## src/rtl/writeback_arbiter.sv

```systemverilog
`default_nettype none
// +----------------------------------------------------------------------------+
// | writeback_arbiter: register-file write-port arbiter (ALU + buffered long-   |
// | latency results) with RAW pending scoreboard. Option macro: WB_BYPASS_EN.   |
// | Revision: 1.0                                                               |
// +----------------------------------------------------------------------------+
module writeback_arbiter #(
  parameter int FIFO_DEPTH = 4
) (
  input  logic                        clk,
  input  logic                        reset,
  input  logic                        alu_valid,
  input  logic [4:0]                  alu_reg,
  input  logic [31:0]                 alu_data,
  input  logic                        mem_valid,
  output logic                        mem_ready,
  input  logic [4:0]                  mem_reg,
  input  logic [31:0]                 mem_data,
  input  logic                        issue_valid,
  input  logic [4:0]                  issue_reg,
  input  logic [4:0]                  query_reg1,
  input  logic [4:0]                  query_reg2,
  output logic                        query_busy1,
  output logic                        query_busy2,
  output logic                        write_enable,
  output logic [4:0]                  write_reg,
  output logic [31:0]                 write_data,
  output logic [$clog2(FIFO_DEPTH):0] fifo_count
);

  localparam int PTR_W = $clog2(FIFO_DEPTH);
  localparam int CNT_W = PTR_W + 1;
  localparam logic [CNT_W-1:0] DEPTH_C = CNT_W'(FIFO_DEPTH);

  logic [4:0]       fifo_reg_q  [FIFO_DEPTH];
  logic [31:0]      fifo_data_q [FIFO_DEPTH];
  logic [PTR_W-1:0] wr_ptr_q, wr_ptr_d;
  logic [PTR_W-1:0] rd_ptr_q, rd_ptr_d;
  logic [CNT_W-1:0] count_q, count_d;
  logic [31:0]      pending_q, pending_d;
  logic             we_q, we_d;
  logic [4:0]       wreg_q, wreg_d;
  logic [31:0]      wdata_q, wdata_d;

  logic             w_xfer;
  logic             w_push;
  logic             w_pop;
  logic             w_bypass;
  logic [4:0]       w_head_reg;
  logic [31:0]      w_head_data;

  // Readiness looks only at the registered count, so a same-cycle pop never opens a slot early.
  assign mem_ready   = reset && (count_q < DEPTH_C);
  assign w_xfer      = mem_valid && mem_ready;
  assign w_head_reg  = fifo_reg_q[rd_ptr_q];
  assign w_head_data = fifo_data_q[rd_ptr_q];

`ifdef WB_BYPASS_EN
  assign w_bypass = w_xfer && !alu_valid && (count_q == '0) && (mem_reg != 5'd0);
`else
  assign w_bypass = 1'b0;
`endif

  // Results for r0 finish the handshake but are dropped rather than queued.
  assign w_push = w_xfer && (mem_reg != 5'd0) && !w_bypass;
  assign w_pop  = !alu_valid && (count_q != '0);

  always_comb begin
    we_d     = 1'b0;
    wreg_d   = wreg_q;
    wdata_d  = wdata_q;
    rd_ptr_d = rd_ptr_q;
    wr_ptr_d = wr_ptr_q;
    count_d  = count_q;
    if (alu_valid) begin
      if (alu_reg != 5'd0) begin
        we_d    = 1'b1;
        wreg_d  = alu_reg;
        wdata_d = alu_data;
      end
    end else if (w_pop) begin
      we_d     = 1'b1;
      wreg_d   = w_head_reg;
      wdata_d  = w_head_data;
      rd_ptr_d = rd_ptr_q + PTR_W'(1);
    end else if (w_bypass) begin
      we_d    = 1'b1;
      wreg_d  = mem_reg;
      wdata_d = mem_data;
    end
    if (w_push) begin
      wr_ptr_d = wr_ptr_q + PTR_W'(1);
    end
    if (w_push && !w_pop) begin
      count_d = count_q + CNT_W'(1);
    end else if (!w_push && w_pop) begin
      count_d = count_q - CNT_W'(1);
    end
  end

  // A new issue to the register being retired this cycle must stay pending.
  always_comb begin
    pending_d = pending_q;
    if (w_pop) begin
      pending_d[w_head_reg] = 1'b0;
    end else if (w_bypass) begin
      pending_d[mem_reg] = 1'b0;
    end
    if (issue_valid && (issue_reg != 5'd0)) begin
      pending_d[issue_reg] = 1'b1;
    end
  end

  always_ff @(posedge clk) begin
    if (!reset) begin
      we_q      <= 1'b0;
      wreg_q    <= 5'd0;
      wdata_q   <= 32'd0;
      rd_ptr_q  <= '0;
      wr_ptr_q  <= '0;
      count_q   <= '0;
      pending_q <= 32'd0;
    end else begin
      we_q      <= we_d;
      wreg_q    <= wreg_d;
      wdata_q   <= wdata_d;
      rd_ptr_q  <= rd_ptr_d;
      wr_ptr_q  <= wr_ptr_d;
      count_q   <= count_d;
      pending_q <= pending_d;
    end
  end

  // Storage needs no reset: occupancy is governed entirely by the pointers and count.
  always_ff @(posedge clk) begin
    if (w_push) begin
      fifo_reg_q[wr_ptr_q]  <= mem_reg;
      fifo_data_q[wr_ptr_q] <= mem_data;
    end
  end

  assign write_enable = we_q;
  assign write_reg    = wreg_q;
  assign write_data   = wdata_q;
  assign fifo_count   = count_q;
  assign query_busy1  = (query_reg1 != 5'd0) && pending_q[query_reg1];
  assign query_busy2  = (query_reg2 != 5'd0) && pending_q[query_reg2];

endmodule
`default_nettype wire

```

## config.mk

```make
export PLATFORM = sky130hd
export DESIGN_NAME = writeback_arbiter
export DESIGN_NICKNAME = d
export VERILOG_FILES = /design/src/rtl/writeback_arbiter.sv
export SDC_FILE = /design/constraint.sdc
export NUM_CORES = 1
export LEC_CHECK = 0
export ABC_AREA = 1
export ABC_CLOCK_PERIOD_IN_PS = 3450
export CORE_ASPECT_RATIO = 0.9
export CORE_MARGIN = 3
export CORE_UTILIZATION = 55
export DETAILED_ROUTE_END_ITERATION = 7
export PLACE_DENSITY = 0.81
export SLEW_MARGIN = 20
export SYNTH_ARGS = -nofsm -noshare
export SYNTH_HDL_FRONTEND = slang
export SYNTH_SLANG_ARGS = --single-unit
```

## constraint.sdc

```tcl
create_clock -name clk -period 3.45 [get_ports clk]
set_clock_uncertainty 0.15 [all_clocks]
set_input_delay 0.5175 -clock clk [delete_from_list [all_inputs] [get_ports clk]]
set_output_delay 0.5175 -clock clk [all_outputs]
set_load 0.01 [all_outputs]
```

Word-level counts from Yosys, hierarchy flattened:

Memories as Yosys holds them, arrays and structs flattened. A register that Yosys moved wholly into a read port is not among the register bits.
Index checks and enable logic that the tools add are counted.

* bits in registers: 77
* bits in writable memories: 148
* bits of input ports: 94
* output and inout port bits: 44
* logic and storage cells: 76
* memories kept: 2

* add/subtract/negate cells: 4
* $lt $le $gt $ge: 7
* equality and inequality tests: 1
* muxes and demuxes: 27
* bitwise logic cells: 4
* reduce and logical (&&, ||, !) cells: 24

Memories
* fifo_data_q: words 4, width 32, read ports 1, clocked after Yosys merged registers in 1, wr ports 1, line 36 `logic [31:0] fifo_data_q [FIFO_DEPTH];`
* fifo_reg_q: words 4, width 5, read ports 1, clocked after Yosys merged registers in 1, wr ports 1, line 35 `logic [4:0] fifo_reg_q [FIFO_DEPTH];`

Operator list (number)
* 2-to-1 mux 32 bit: 5
* bitwise AND 32 bit: 1
* NOT 32 bit: 1
* OR 32 bit: 1
* nonzero test 5 bit: 5
* less-than comparator 5 x 6 -> 1 bit, second input constant: 4
* 2-to-1 mux 5 bit: 3
* logical AND 1 bit: 11
* binary-select mux 1 bit (select 5 bit): 2
* demux 1 bit (select 5 bit): 2
* greater-or-equal comparator 5 x 1 -> 1 bit, second input constant: 2
* 2-to-1 mux 1 bit: 9
* 2-to-1 mux 2 bit: 4
* 2-to-1 mux 3 bit: 2
* adder 2 x 1 -> 2 bit, second input constant: 2
* AND reduction 2 bit: 2
* nonzero test 2 bit: 2
* adder 3 x 1 -> 3 bit, second input constant: 1
* zero test 1 bit: 3
* less-than comparator 3 bit, second input constant: 1
* nonzero test 3 bit: 1
* subtractor 3 x 1 -> 3 bit, second input constant: 1
* != test 2 x 1 -> 1 bit, second input constant: 1
* NOT 1 bit: 1

Depth between registers and ports, before layout:

Gate-level depths: netlist of run 1.

* depth in word-level cells: 9
* depth in mapped cells: 12
* mapped depth without buffers: 11

Worst setup path before layout of run 1:

No wires, ideal clock.

* path kind: input port to flip-flop
* start: input reset
* end: memory fifo_data_q[0][0] (enable)
* setup time: 0.431 ns
* data arrival time: 2.586 ns
* data required time: 2.869 ns
* path slack: 0.283 ns
* stages on the path: 4
* buffers on the path: 0
* cells stage by stage: inv_1 -> nor2_1 -> nand3_1 -> nor2_1

* longest elaborated chain between the ends: 5

Ends and longest elaborated chain
* start, declared: line 11 `input logic reset,`
* logical AND 1 bit: line 53 `assign mem_ready = reset && (count_q < DEPTH_C);`
* net mem_ready: line 16 `output logic mem_ready,`
* logical AND 1 bit: line 54 `assign w_xfer = mem_valid && mem_ready;`
* logical AND 1 bit: line 65 `assign w_push = w_xfer && (mem_reg != 5'd0) && !w_bypass;`
* 2-to-1 mux 1 bit: line 136 `if (w_push) begin`
* 2-to-1 mux 1 bit (not written as such): line 138 `fifo_data_q[wr_ptr_q] <= mem_data;`
* end, declared: line 36

The timed path passes the listed nets, and every way through them passes these cells.

Worst setup path in the final report of run 1:

* start: input query_reg1[1]
* end: output query_busy1

* longest elaborated chain between the ends: 3
* elaborated cells on any way between the ends: 4
* those cells by class: mux: 2; reduce/logical: 2

Ends and longest elaborated chain
* start, declared: line 21 `input logic [4:0] query_reg1,`
* binary-select mux 1 bit (select 5 bit): line 146 `assign query_busy1 = (query_reg1 != 5'd0) && pending_q[query_reg1];`
* 2-to-1 mux 1 bit (not written as such): line 146
* logical AND 1 bit *: line 146
* end, declared: line 23 `output logic query_busy1,`

Every way passes the cells marked *; elsewhere a longest branch is shown, timed or not. The select of a mux whose other input is x is not followed.

==> run summary, run 1 <==
Clk pwr share: 32.1%
worst min-delay path class: register to register
Synth Cell Area: 0.00982 mm^2
Top Ports: 138
count leader, synth: nand2_1
slew margin rel.: 47.6%
Synth Area in Compound Gates: 15.4%
clock slew at reported path FFs: 0.06 ns
Synth top area share: 45.2%
first-pass GRT wire length: 38.9 mm
die area: 0.0195 mm^2
CP Data Arrival Time: 2.51 ns
Global Route Usage Sum: 24.6%
Routed WL: 24.5 mm
DR vias/cell: 5.64
vias in the first global route: 7535
antenna violations before repair: 2
Area growth syn-to-layout: 23.8%
Async SR Flop Fraction: 0%
Largest register FFs: 128
worst slew pin tran: 0.786 ns
Area contributors post-synth: edfxtp_1 (45%), dfxtp_1 (16%), nand2_1 (8.3%)
Final GP Congestion: 0.873
minimum clock period: 3.18 ns
Worst Path Required: 2.78 ns
fin nets: 1247
H-Tree Depth: 1
Worst-Skew Late Latency: 0.50 ns
Worst Hold Launch: pending_q[17]
Ys Warns: 0
Post-Syn Area per Cell: 9.56 um^2
setup bufs post-CTS: 0
remaining antenna violation count: 0
Final TNS setup: 0 ns
max-cap violation count: 0
Vias: 7889
Starting DRT DRC Count: 700
Core Region: 0.0172 mm^2
crit share post-route: 92.1%
number of synthesized register bits: 227
Final Hold Viols: 0
total grt overflow: 0
simple-gate share of the synthesized area: 17.1%
post-synth cell types: 35
adder and majority cell fraction of the synthesized area: 0.841%
Flop pwr share: 42.4%
height of the die: 133 um
Max stage delay on crit path: 0.80 ns
fraction of layout cells with a size suffix above 1: 8.00%
f_max: 315 MHz
clock tree buffer depth: 3
critical path peak fanout: 14
Slowest-stage cell, CP: clkdlybuf4s50_1
post-cts resize count: 0
status: finished, final reports clean
post-DP HPWL: 15.5 mm
Initial Util: 57.2%
Comb pwr share: 25.5%
critical path launch point type: input port
DRC Markers: 0
Die W: 147 um
Design Area, Final: 0.0122 mm^2
number of flops mapped to enable cells by yosys: 148
Worst setup EP type: output port
most frequent cells after synthesis: nand2_1 (217), edfxtp_1 (148), nor2_1 (117)
final setup fails: 0
CTS tree: done
pwr/cell area: 627 mW/mm^2
Critical Path Start: query_reg1[1]
largest net degree at the start of global routing: 79
VDD IR-drop max: 0.430 mV
Sw Pwr: 2.31 mW
cts bufs inserted: 22
clk root buf: clkbuf_16
wire length per cell: 17.5 um
RSZ-0062 raised after global routing: false
Syn Inst Count: 1027
Most used DFF post-synth: edfxtp_1
mux contribution to synthesized area: 0%
sw frac: 30.3%
Largest delay share family, worst path: buffers and inverters
Fin Hold WS: 0.309 ns
CP cell instances: clkdlybuf4s50_1 -> inv_1 -> o211ai_1 -> nand2_1 -> nand2_1 -> nand2_1 -> inv_1 -> nand2_1 -> nand2_1 -> nand2_1 -> clkdlybuf4s50_1
placed cell areas: 0.0114 mm^2
number of I/O port buffers: 137
Yosys top cell by area: edfxtp_1
most used cell along the critical path: nand2_1
Detailed Routing Iterations Pass 1: 5
CTS Sinks: 227
CP Class: input port to output port
Final Max Slew Viols: 0
Seq/Total Area, Yosys: 61.4%
internal power: 5.32 mW
# rows: 45
Buf/Inv on CP: 4
xor/xnor share of the synthesized area: 0.178%
final core utilization: 70.8%
CTS Hold Bufs: 0
main combinational cell family by area after synthesis: simple AND/OR/NAND/NOR gates
P_leak: 4.37 nW
Largest Register: fifo_data_q
Synthesized Nets: 1127
==> final cells by class <==
| class | instances | area (um^2) |
|---|---|---|
| Clock buffer | 28 | 593 |
| Clock inverter | 12 | 144 |
| Antenna cell | 2 | 5.00 |
| Multi-Input combinational cell | 685 | 3320 |
| Timing Repair Buffer | 154 | 1560 |
| Tap cell | 235 | 294 |
| Sequential cell | 227 | 6030 |
| Inverter | 57 | 216 |
| Fill cell | 1271 | 5010 |
==> power by group through the flow <==
stage                     Clock (mW)  Combinational (mW)  Sequential (mW)
after floorplan                    0                1.14             3.34
after global placement             0                1.88             3.28
after detailed placement           0                1.92             3.29
after CTS                       2.47                1.94             3.24
after global routing            2.58                2.13             3.26
final                           2.44                1.94             3.24
==> placed cells by master, fill, tap and decap left out, types with 3 or more instances in the layout <==
master	netlist	routed
nand3_2	5	5
clkbuf_1	28	4
nor2_1	117	113
a21oi_1	100	100
clkinv_2	0	6
bufinv_16	0	3
dfxtp_1	79	78
buf_4	7	12
nand4_1	3	3
ha_1	5	5
edfxtp_1	148	148
inv_1	52	52
inv_2	4	4
clkdlybuf4s50_1	0	137
nor2_2	8	8
clkbuf_16	0	22
o211ai_1	25	25
nand3_1	24	24
buf_12	0	5
nand2_1	217	217
o21ai_0	99	99
o22ai_1	32	32
nor2_4	2	6
o21ai_1	19	19
nand2_2	12	12
nor3_1	5	5
==> final timing paths <==
kind	depth (start not counted)	slack, ns	endpoint
worst max-delay path	11	0.27	query_busy1
worst min register to register	2	0.31	pending_q[17]
worst max register to register	10	1.22	pending_q[15]
worst min-delay path	2	0.31	pending_q[17]
==> worst min-delay path: cells and delay by family, from the launching register on <==
| family | cells | cell delay [ns] |
|---|---|---|
| DFF | 1 | 0.31 |
| and+or+nand+nor | 1 | 0.06 |
| AOI/OAI and AO/OA | 1 | 0.05 |
==> kinds of logic (layout without fill, tap and decap cells) <==
group	after synthesis	after routing
simple gates	398	398
compound gates	279	279
flops	227	227
buf+inv	115	251
fa+ha+maj	6	6
xor+xnor	2	2
other cells	0	2
==> metal layers <==
metal	wire [um]	track usage, %	vias to the layer above
met2	11800	40.4	333
met3	2100	5.07	45
li1	-	-	3783
met5	9	0	-
met4	529	7.78	2
met1	10100	33.0	3726
==> metrics by stage <==
stage	instances	worst slack [ns]	power, mW
6_report	1400	0.271	7.62
5_1_grt	1399	0.145	7.97
4_1_cts	1398	0.302	7.65
3_5_place_dp	1358	0.308	5.21
3_3_place_gp	1358	0.355	5.17
2_1_floorplan	1027	0.283	4.48
(Power assumes the default switching activity.)
==> run 2: changes to the inputs <==
CAP_MARGIN = 20   (was unset)
==> results of run 2 <==
No change in the layout: final DEF, timing and power equal those of run 1.
